$ cat src/rtl/sqrt_arbiter.sv
// Purpose  : round-robin sharing of one pipelined sqrt unit among REQUESTERS ports.
// Latency  : grant in cycle t -> rsp_valid in cycle t+LATENCY+2.
// Backpress: one op outstanding per requester; a held result blocks that requester's next grant.
// Ports:
//   clk, rst            single clock, synchronous active-high reset
//   req_a/valid/ready   per-requester operand port (req_ready is combinational)
//   rsp_z/valid/ready   per-requester registered result port
//   sqrt_a / sqrt_z     registered operand to, and result from, the shared sqrt pipeline
module sqrt_arbiter #(
  parameter int REQUESTERS = 4,
  parameter int WIDTH      = 32,
  parameter int LATENCY    = 16
) (
  input  logic                          clk,
  input  logic                          rst,
  input  logic [REQUESTERS*WIDTH-1:0]   req_a,
  input  logic [REQUESTERS-1:0]         req_valid,
  output logic [REQUESTERS-1:0]         req_ready,
  output logic [REQUESTERS*WIDTH-1:0]   rsp_z,
  output logic [REQUESTERS-1:0]         rsp_valid,
  input  logic [REQUESTERS-1:0]         rsp_ready,
  output logic [WIDTH-1:0]              sqrt_a,
  input  logic [WIDTH-1:0]              sqrt_z
);

  localparam int IW = (REQUESTERS > 1) ? $clog2(REQUESTERS) : 1;
  typedef logic [IW-1:0] idx_t;

  logic [REQUESTERS-1:0]       r_busy;
  idx_t                        r_rr;
  logic [WIDTH-1:0]            r_sqrt_a;
  logic [LATENCY:0]            r_tag_vld;
  idx_t                        r_tag_idx [LATENCY+1];
  logic [REQUESTERS*WIDTH-1:0] r_rsp_z;
  logic [REQUESTERS-1:0]       r_rsp_vld;

  logic [REQUESTERS-1:0]       w_elig;
  logic                        w_gnt_vld;
  idx_t                        w_gnt_idx;
  int                          w_cand;
  logic [WIDTH-1:0]            w_gnt_a;

  // Search rr, rr+1, ... wrapping; first eligible requester wins.
  // Grants are suppressed while rst is high.
  always_comb begin
    w_elig    = req_valid & ~r_busy;
    w_gnt_vld = 1'b0;
    w_gnt_idx = '0;
    w_cand    = 0;
    for (int off = 0; off < REQUESTERS; off++) begin
      w_cand = int'(r_rr) + off;
      if (w_cand >= REQUESTERS) w_cand = w_cand - REQUESTERS;
      if (!w_gnt_vld && !rst && w_elig[idx_t'(w_cand)]) begin
        w_gnt_vld = 1'b1;
        w_gnt_idx = idx_t'(w_cand);
      end
    end
  end

  always_comb begin
    req_ready = '0;
    if (w_gnt_vld) req_ready[w_gnt_idx] = 1'b1;
  end

  assign w_gnt_a = req_a[int'(w_gnt_idx)*WIDTH +: WIDTH];

  // Issue path and round-robin pointer.
  always_ff @(posedge clk) begin
    if (rst) begin
      r_rr     <= '0;
      r_sqrt_a <= '0;
    end else begin
      // Bubbles carry zero; their results are never captured.
      r_sqrt_a <= w_gnt_vld ? w_gnt_a : '0;
      if (w_gnt_vld) begin
        r_rr <= (w_gnt_idx == idx_t'(REQUESTERS-1)) ? '0 : idx_t'(w_gnt_idx + 1'b1);
      end
    end
  end

  // Tag delay line: stage LATENCY lines up with sqrt_z for the same operand.
  always_ff @(posedge clk) begin
    if (rst) begin
      r_tag_vld <= '0;
    end else begin
      r_tag_vld <= {r_tag_vld[LATENCY-1:0], w_gnt_vld};
    end
    r_tag_idx[0] <= w_gnt_idx;
    for (int s = 1; s <= LATENCY; s++) begin
      r_tag_idx[s] <= r_tag_idx[s-1];
    end
  end

  // Result capture, response handshake and busy tracking per requester.
  // busy cannot set and clear together: a busy requester is never granted.
  always_ff @(posedge clk) begin
    if (rst) begin
      r_busy    <= '0;
      r_rsp_vld <= '0;
      r_rsp_z   <= '0;
    end else begin
      for (int k = 0; k < REQUESTERS; k++) begin
        if (r_tag_vld[LATENCY] && (r_tag_idx[LATENCY] == idx_t'(k))) begin
          r_rsp_z[k*WIDTH +: WIDTH] <= sqrt_z;
          r_rsp_vld[k]              <= 1'b1;
        end else if (rsp_ready[k]) begin
          r_rsp_vld[k] <= 1'b0;
        end

        if (w_gnt_vld && (w_gnt_idx == idx_t'(k))) begin
          r_busy[k] <= 1'b1;
        end else if (r_rsp_vld[k] && rsp_ready[k]) begin
          r_busy[k] <= 1'b0;
        end
      end
    end
  end

  assign sqrt_a    = r_sqrt_a;
  assign rsp_z     = r_rsp_z;
  assign rsp_valid = r_rsp_vld;

endmodule
$ cat config.mk
export PLATFORM = sky130hd
export DESIGN_NAME = sqrt_arbiter
export DESIGN_NICKNAME = d
export VERILOG_FILES = /design/src/rtl/sqrt_arbiter.sv
export SDC_FILE = /design/constraint.sdc
export NUM_CORES = 1
export LEC_CHECK = 0
export CAP_MARGIN = 20
export CORE_ASPECT_RATIO = 0.75
export CORE_MARGIN = 3
export CORE_UTILIZATION = 25
export CTS_CLUSTER_DIAMETER = 150
export DETAILED_ROUTE_END_ITERATION = 7
export GPL_ROUTABILITY_DRIVEN = 0
export PLACE_DENSITY_LB_ADDON = 0.15
export SETUP_SLACK_MARGIN = 0.05
export SLEW_MARGIN = 25
export SYNTH_ARGS = -nofsm -noshare
export SYNTH_HDL_FRONTEND = slang
export SYNTH_SLANG_ARGS = --single-unit
$ cat constraint.sdc
create_clock -name clk -period 2.88 [get_ports clk]
set_input_delay 0.288 -clock clk [delete_from_list [all_inputs] [get_ports clk]]
set_output_delay 0.288 -clock clk [all_outputs]
set_load 0.005 [all_outputs]
---- Word level (Yosys, flattened, before mapping) ----
Memories as Yosys holds them, arrays and structs flattened.
Cells that the tools add are included.
operators by class
  $add $sub $neg .......................... 8
  shifts and indexed selects .............. 1
  reduce and logical (&&, ||, !) cells .... 35
  eq/ne operators ......................... 6
  muxes and demuxes ....................... 40
  bitwise logic cells ..................... 3
  magnitude comparators ................... 10
operator list
  kind                   count
  $shiftx A128 B8 Y32    1
  $mux W1                25
  $logic_and A1 B1 Y1    20
  $mux W2                9
  $reduce_bool A2 Y1     8
  $lt A2 B3 Y1 const B   5
  $ge A3 B3 Y1 const B   3
  $bmux W1 S2            4
  $eq A2 B2 Y1 const B   4
  $sub A2 B1 Y2 const B  4
  $add A2 B2 Y3 const B  2
  $and A4 B4 Y4          1
  $eq A2 B1 Y1 const B   2
  $logic_not A1 Y1       4
  $logic_not A2 Y1       2
  $mux W4                1
  $not A4 Y4             1
  $add A2 B1 Y3 const B  1
  $ge A2 B3 Y1 const B   1
  $add A2 B1 Y2 const B  1
  $demux W1 S2           1
  $ge A2 B1 Y1 const B   1
  $reduce_or A2 Y1       1
  $not A1 Y1             1
storage, ports and cells
  register bits after elaboration ......... 187
  memories kept ........................... 1
  logic and storage cells ................. 119
  bits in writable memories ............... 34
  output and inout port bits .............. 168
memory list
  name       depth  width  read ports  clocked after Yosys merged registers in  wr ports  RTL line  text
  r_tag_idx  17     2      17          0                                        17        33        idx_t r_tag_idx [LATENCY+1];

---- Logic depth before layout (Yosys ltp) ----
Gate-level depths: netlist of run 1.
  word-level depth ........................ 23
  depth in mapped cells ................... 12
  mapped depth without buffers ............ 9

---- Worst setup path before layout of run 1 ----
Ideal clock, no wire load.
  kind .................................... register to output
  start ................................... reg r_busy[0]
  end ..................................... out req_ready[3]
  buffers on the path ..................... 1
  cell stages (with the launch flop) ...... 9
  setup slack ............................. 0.760 ns
  arrival ................................. 1.832 ns
  path through ............................ dfxtp_1 and2b_4 or4_1 o32ai_1 a221oi_4 inv_6 buf_12 ha_1 and2_1
on the way
  word-level cells in the longest chain between the ends .. 23
  elaborated cells between the ends (all ways) .. 34
  classes of those cells .................. order compare (2); mux (19); bitwise (2); reduce/logical (11)
RTL lines
  item                                                                       RTL line  text
  start, declared                                                            29        logic [REQUESTERS-1:0] r_busy;
  start signal, assigned                                                     98        r_busy <= '0;
  start signal, assigned by index                                            111       r_busy[k] <= 1'b1;
  start signal, assigned by index                                            113       r_busy[k] <= 1'b0;
  $not A4 Y4 (*)                                                             46        w_elig = req_valid & ~r_busy;
  $and A4 B4 Y4 (*)                                                          46
  $bmux W1 S2                                                                53        if (!w_gnt_vld && !rst && w_elig[idx_t'(w_cand)]) begin
  $mux W1 (not written as such)                                              53
  $logic_and A1 B1 Y1                                                        53
  $mux W1                                                                    53
  $logic_not A1 Y1                                                           53
  $logic_and A1 B1 Y1 (2 in a row)                                           53
  [5 not listed]                                                             n/a
  $logic_not A1 Y1                                                           53
  $logic_and A1 B1 Y1 (2 in a row)                                           53
  $mux W2                                                                    53
  $lt A2 B3 Y1 (not written as such) / $ge A2 B1 Y1 (equally long branches)  62        if (w_gnt_vld) req_ready[w_gnt_idx] = 1'b1;
  $logic_and A1 B1 Y1 (not written as such)                                  62
  $mux W1 (not written as such)                                              62
  $demux W1 S2                                                               62
  $mux W4 (*)                                                                62
  end, declared                                                              18        output logic [REQUESTERS-1:0] req_ready,
Every way passes the cells marked *; elsewhere a longest branch is shown, timed or not. The select of a mux whose other input is x is not followed.

---- Worst setup path after layout of run 1 ----
  start ................................... reg r_busy[0]
  end ..................................... out req_ready[0]
Same word-level chain as after synthesis.

==> results of run 1 <==
-- placed cells by master, fill, tap and decap left out, types with 5 or more instances in the layout --
master | synthesis | routed
a21oi_1 | 135 | 135
nand2b_1 | 7 | 5
and2_1 | 65 | 65
mux2i_1 | 96 | 96
clkbuf_16 | 0 | 25
buf_4 | 0 | 24
nand2_1 | 266 | 266
dfxtp_1 | 221 | 217
nor2_1 | 9 | 7
clkdlybuf4s50_1 | 0 | 332
nor2b_1 | 18 | 18
-- per-layer routing --
metal  global-route usage [%]  up-vias  wire length [um]
met5                        0        -                13
met4                     2.76        2               536
met3                     4.56       39              2070
met2                     24.8      208             13200
met1                     19.9     3341             12600
li1                         -     3639                 -
-- sequential cells by signal, indices dropped and copies added (netlist names) --
register,count
rsp_valid,4
rsp_z,128
r_tag_idx,34
r_busy,4
r_rr,2
r_tag_vld,17
sqrt_a,32
-- logic make-up after synthesis --
kind of cell	share of synthesized area [%]
AOI/OAI and AO/OA	9.64
adders and majority gates	0.152
buffers and inverters	4.03
DFF	53.8
muxes	11.7
and+or+nand+nor	20.7
-- area by class of cell --
cell class / count / share of cell area (%)
clock inverter: 11 / 1.28
multi-input combinational: 625 / 27.4
antenna: 1 / 0.0192
inverter: 5 / 0.183
tap: 435 / 4.18
sequential: 221 / 34.1
clock buffer: 32 / 5.32
timing repair buffer: 363 / 27.5
-- through the flow --
step	util [%]	hold slack, ns	setup slack, ns	power, mW	cells
floorplan	-	0.310	0.760	4.81	914
global placement	38.0	0.310	-0.115	5.81	1647
detailed placement	38.0	0.312	-0.117	5.80	1647
CTS	40.8	0.0196	0.0771	9.24	1691
global route	40.9	0.0493	0.0527	9.56	1692
finish	40.9	0.0506	0.179	9.09	1693
-- what timing repair did --
action	in CTS	in global routing
setup buffers	0	1
resized for setup	14	7
endpoints found under the setup margin	4	3
pin swaps	2	3
hold buffers	1	0
endpoints found under the hold margin	1	0
-- power by group through the flow --
stage	sequential [mW]	combinational, mW	clock [mW]
after CTS	3.66	2.12	3.46
after detailed placement	3.71	2.09	0
after global routing	3.71	2.27	3.58
after floorplan	3.71	1.09	0
final	3.66	2.10	3.34
after global placement	3.70	2.10	0
-- path summary, 6_finish.rpt --
kind | from | end | slack (ns) | cells past startpoint
setup reg to reg | r_busy[0]$_SDFFE_PP0P_ | sqrt_a[25]$_SDFF_PP0_ | 0.56 | 9
hold reg to reg | r_tag_idx[0][28]$_DFF_P_ | r_tag_idx[0][30]$_DFF_P_ | 0.32 | 0
setup / recovery | r_busy[0]$_SDFFE_PP0P_ | req_ready[0] | 0.18 | 8
hold / removal | rst | r_busy[0]$_SDFFE_PP0P_ | 0.05 | 2
-- critical path: stages, from the launching register on --
cell and delay [ns]:
dfxtp_1 0.32, nand2b_4 0.15, a211oi_4 0.25, nor3_1 0.08, buf_4 0.14, a221oi_4 0.37, buf_6 0.16, and3_4 0.19
dlygate4sd2_1 0.24
==> run_results.csv, run 1 <==
group,metric,value,unit
status,outcome,"completed",
global_route,grt-ovfl-total,0,
power_and_ir_drop,p_sw,2.33,mW
timing,skew,0.00933,ns
clock_network,cts_made_buffers,25,
cells_and_area,multiInputGateArea,0.00357,mm^2
floorplan,die_w,215,um
synthesis,yosys-top-cells-area,"dfxtp_1 (54%), nand2_1 (12%), mux2i_1 (12%), a21oi_1 (8.2%), and2_1 (4.9%)",
clock_network,clk_pin_slew,0.06,ns
synthesis,synth_top_area_cell,"dfxtp_1",
power_and_ir_drop,combPwrFrac,23.0,%
detailed_routing,drt_pass1_iterations,4,
critical_path,worstPathArrival,2.41,ns
synthesis,synth_cell_types,39,
synthesis,synth_edf_count,0,
timing,slew_violations,0,
clock_network,cts_tree,"built",
cells_and_area,area_delta_synth_final,58.1,%
floorplan,num_io_pins,338,
timing,max_freq,370,MHz
floorplan,coreArea,0.0318,mm^2
cells_and_area,regArea,0.00443,mm^2
detailed_routing,drt-initial-drc-count,390,
power_and_ir_drop,leakage,4.90,nW
floorplan,dieHeight,163,um
clock_network,clockBufferDepth,3,
cells_and_area,fin_nets,1412,
placement,hpwl,20200,um
synthesis,syn_area,0.00823,mm^2
global_route,grt_usage,15.1,%
timing,max-slew-margin-rel,32.4,%
global_route,grt_pass1_vias,6888,
timing,hold_viol,0,
critical_path,cp_max_fo,4,
synthesis,ys_warn_count,0,
timing,worst_pin_slew,1.01,ns
power_and_ir_drop,ir_drop,0.407,mV
timing,timing.final.crit_share,93.8,%
synthesis,post-synth-top-count-cell,"nand2_1",
timing,setup_tns,0,ns
power_and_ir_drop,p_int,6.77,mW
clock_network,clock-sinks,221,
cells_and_area,layout-drive-gt1-share,7.40,%
detailed_routing,via_per_inst,4.27,
floorplan,initial_core_util,25.9,%
critical_path,crit_required,2.59,ns
run,max_cap_viol_count,0,
placement,place_area,0.0121,mm^2
clock_network,h-tree-depth,1,
timing,fin_crit,2.70,ns
critical_path,endpoint_kind,"output port",
detailed_routing,final_antenna_net_count,0,
synthesis,avgSynthCellArea,9.00,um^2
global_route,grt_pass1_wl,42100,um
clock_network,clock_latency,0.51,ns
detailed_routing,wl,28300,um
detailed_routing,post_drt_wl_per_cell,16.7,um
global_route,grt_max_degree,94,
detailed_routing,vias,7229,
critical_path,start_kind,"flop",
synthesis,ys_seq_elements,221,
cells_and_area,num-fill-cells,3211,
hold_path,hp-class,"input pin to flop",
synthesis,post_synth_inst_count,914,
synthesis,yosysSeqAreaShare,53.8,%
floorplan,fp-row-count,56,
synthesis,async_flop_share,0,%
cells_and_area,stdcell_area,0.0130,mm^2
global_route,antenna_found_initial,2,
power_and_ir_drop,power.density,699,mW/mm^2
placement,port_buffers,337,
clock_network,cts_root_buf,"clkbuf_16",
timing,final-setup-viol-count,0,
synthesis,synth_flop_cell,"dfxtp_1",
synthesis,synth_common_cells,"nand2_1 (266), dfxtp_1 (221), a21oi_1 (135)",
power_and_ir_drop,switching_share,25.6,%
timing,rsz0062_at_grt,"no",
synthesis,synth_fp_nets,1085,
power_and_ir_drop,seqPwrFrac,40.3,%
floorplan,die-area,0.0352,mm^2
detailed_routing,drcViolationCount,0,
synthesis,synth_top_area_share,53.8,%
critical_path,worstSetupPathType,"flop to output port",
power_and_ir_drop,clock_power_share,36.7,%
Note: power is estimated with default switching activity, not from simulation.
==> inputs of run 2 (changes only) <==
Settings changed: CORE_UTILIZATION 25 to 43, SETUP_SLACK_MARGIN 0.05 to 0.3.
==> run_results.csv, run 2 (synthesis gave the netlist of run 1 again) <==
group,metric,value,unit
floorplan,dieHeight,126,um
detailed_routing,vias,7281,
placement,post-place-ws,-0.0702,ns
cells_and_area,num-fill-cells,1553,
hold_path,hp-start,"r_tag_idx[0][20]$_DFF_P_",
floorplan,die-area,0.0209,mm^2
timing,fin_ws,0.319,ns
timing,max_freq,391,MHz
timing,setup_tns,0,ns
cells_and_area,layout_common_cells,"clkdlybuf4s50_1 (332), nand2_1 (266), dfxtp_1 (216)",
cells_and_area,post-route-util,68.1,%
detailed_routing,final_antenna_net_count,0,
cells_and_area,area_delta_synth_final,54.0,%
clock_network,cts_made_buffers,22,
clock_network,clock_latency,0.51,ns
power_and_ir_drop,switching_share,25.5,%
clock_network,clk_pin_slew,0.06,ns
critical_path,cp_max_fo,3,
critical_path,critical_path_buf_inv_count,3,
clock_network,h-tree-depth,1,
power_and_ir_drop,combPwrFrac,23.9,%
floorplan,initial_core_util,44.2,%
power_and_ir_drop,leakage,4.85,nW
power_and_ir_drop,ir_drop,0.438,mV
power_and_ir_drop,p_sw,2.22,mW
critical_path,critPathMaxStageDelay,0.46,ns
power_and_ir_drop,p_int,6.50,mW
power_and_ir_drop,seqPwrFrac,42.1,%
cells_and_area,final_common_cell,"clkdlybuf4s50_1",
critical_path,r2r-end,"sqrt_a[28]$_SDFF_PP0_",
critical_path,cp_num_cells,9,
detailed_routing,via_per_inst,4.86,
global_route,grt_pass1_vias,7002,
power_and_ir_drop,power.density,688,mW/mm^2
power_and_ir_drop,fin_total_pwr,8.71,mW
critical_path,worstSetupPathType,"flop to output port",
detailed_routing,wl,24100,um
timing,slew_violations,0,
timing,skew,0.0270,ns
timing,final-setup-viol-count,0,
power_and_ir_drop,clock_power_share,34.0,%
critical_path,crit_end,"req_ready[3]",
global_route,grt_usage,21.7,%
placement,port_buffers,337,
timing,max-slew-margin-rel,36.4,%
critical_path,r2r_setup_slack,0.66,ns
critical_path,endpoint_kind,"output port",
critical_path,r2r-start,"r_busy[0]$_SDFFE_PP0P_",
global_route,grt-ovfl-total,0,
critical_path,start_kind,"flop",
critical_path,r2r_cells,10,
cells_and_area,layout-drive-gt1-share,7.91,%
timing,fin_crit,2.56,ns
clock_network,cts_tree,"built",
detailed_routing,drt_pass1_iterations,6,
critical_path,worstPathCellList,"and2b_4 -> or4_4 -> o32ai_4 -> a221oi_4 -> buf_6 -> inv_6 -> ha_2 -> and2_4 -> buf_6",
placement,hpwl,17200,um
critical_path,worstSetupStartpoint,"r_busy[0]$_SDFFE_PP0P_",
global_route,antenna_found_initial,0,
detailed_routing,post_drt_wl_per_cell,16.1,um
cells_and_area,largest_reg_flops,128,
clock_network,cts_root_buf,"clkbuf_16",
floorplan,coreArea,0.0186,mm^2
timing,worst_pin_slew,0.953,ns
cells_and_area,stdcell_area,0.0127,mm^2
critical_path,worstPathArrival,2.27,ns
floorplan,num_io_pins,338,
floorplan,fp-row-count,43,
cells_and_area,regArea,0.00443,mm^2
global_route,grt_max_degree,93,
cells_and_area,multiInputGateArea,0.00359,mm^2
detailed_routing,drt-initial-drc-count,577,
placement,place_area,0.0118,mm^2
timing,rsz0062_at_grt,"yes",
run,max_cap_viol_count,0,
clock_network,clockBufferDepth,3,
timing,hold_viol,0,
clock_network,clock-sinks,221,
critical_path,critPathSlowestCell,"or4_4",
cells_and_area,fin_nets,1406,
status,outcome,"completed",
critical_path,crit_family,"simple AND/OR/NAND/NOR gates",
floorplan,die_w,166,um
detailed_routing,drcViolationCount,0,
critical_path,crit_top_cell,"buf_6",
timing,timing.final.crit_share,88.9,%
critical_path,crit_required,2.59,ns
global_route,grt_pass1_wl,37200,um
cells_and_area,antenna_cells,0,
hold_path,hp-class,"flop to flop",
==> run 2: cell types whose count changed in the layout (fill, tap and decap cells not counted), moves of 2 or more <==
cell and delta:
buf_4 -3, buf_6 +3, clkbuf_16 -3, clkbuf_8 +3, bufinv_16 -2, clkbuf_1 -2
dlygate4sd2_1 -2, inv_6 -2, nor2_2 +2, nor2_4 -2, nor2b_1 -2, nor2b_2 +2
==> run 2: worst min-delay path by stage <==
stage / end / slack (ns) / cells after the start
2_1_floorplan: r_tag_idx[0][10]$_DFF_P_ / 0.31 / 0
3_3_place_gp: r_tag_idx[0][16]$_DFF_P_ / 0.31 / 0
3_5_place_dp: r_tag_idx[0][14]$_DFF_P_ / 0.31 / 0
4_1_cts: r_tag_idx[0][1]$_DFF_P_ / 0.28 / 4
5_1_grt: r_tag_idx[0][1]$_DFF_P_ / 0.32 / 4
6_report: r_tag_idx[0][22]$_DFF_P_ / 0.31 / 0
==> run 2: cell type report <==
| cell class | count | share of cell area, % |
|---|---|---|
| sequential | 221 | 35.0 |
| multi-input combinational | 625 | 28.4 |
| timing repair buffer | 360 | 27.9 |
| clock buffer | 30 | 5.13 |
| tap | 247 | 2.44 |
| clock inverter | 10 | 0.958 |
| inverter | 5 | 0.188 |
==> run 2: layer usage <==
| metal | vias up | track usage (%) | part of all wire [%] | wire [um] |
|---|---|---|---|---|
| li1 | 3633 | - | - | - |
| met1 | 3355 | 26.5 | 42 | 10100 |
| met2 | 249 | 38.1 | 49 | 11700 |
| met3 | 44 | 5.11 | 6.3 | 1510 |
| met4 | 0 | 7.04 | 3.1 | 757 |
| met5 | - | 0 | 0 | 0 |
==> run 2: stage by stage <==
stage	hold WS [ns]	std cells
2_1_floorplan	0.310	914
3_3_place_gp	0.310	1456
3_5_place_dp	0.312	1456
4_1_cts	0.277	1497
5_1_grt	0.320	1498
6_report	0.306	1498
==> run 2: worst reg2reg max path, delay by kind of cell (launching register included) <==
family / cells / cell delay (ns)
buf+inv: 4 / 0.87
simple gates: 3 / 0.38
mux: 2 / 0.37
flops: 1 / 0.32
compound gates: 1 / 0.16
==> run 2: power groups by stage <==
| stage | combinational, mW | sequential (mW) | clock [mW] |
|---|---|---|---|
| 2_1_floorplan | 1.09 | 3.71 | 0 |
| 3_3_place_gp | 2.00 | 3.70 | 0 |
| 3_5_place_dp | 2.01 | 3.71 | 0 |
| 4_1_cts | 2.09 | 3.67 | 3.02 |
| 5_1_grt | 2.24 | 3.72 | 3.14 |
| 6_report | 2.08 | 3.67 | 2.96 |
==> run 2: repair_timing <==
item,in CTS,in global routing
setup endpoints to repair,4,6
hold buffers,0,0
cloned,0,0
resized for setup,32,10
pin swaps,5,4
buffers inserted,1,1
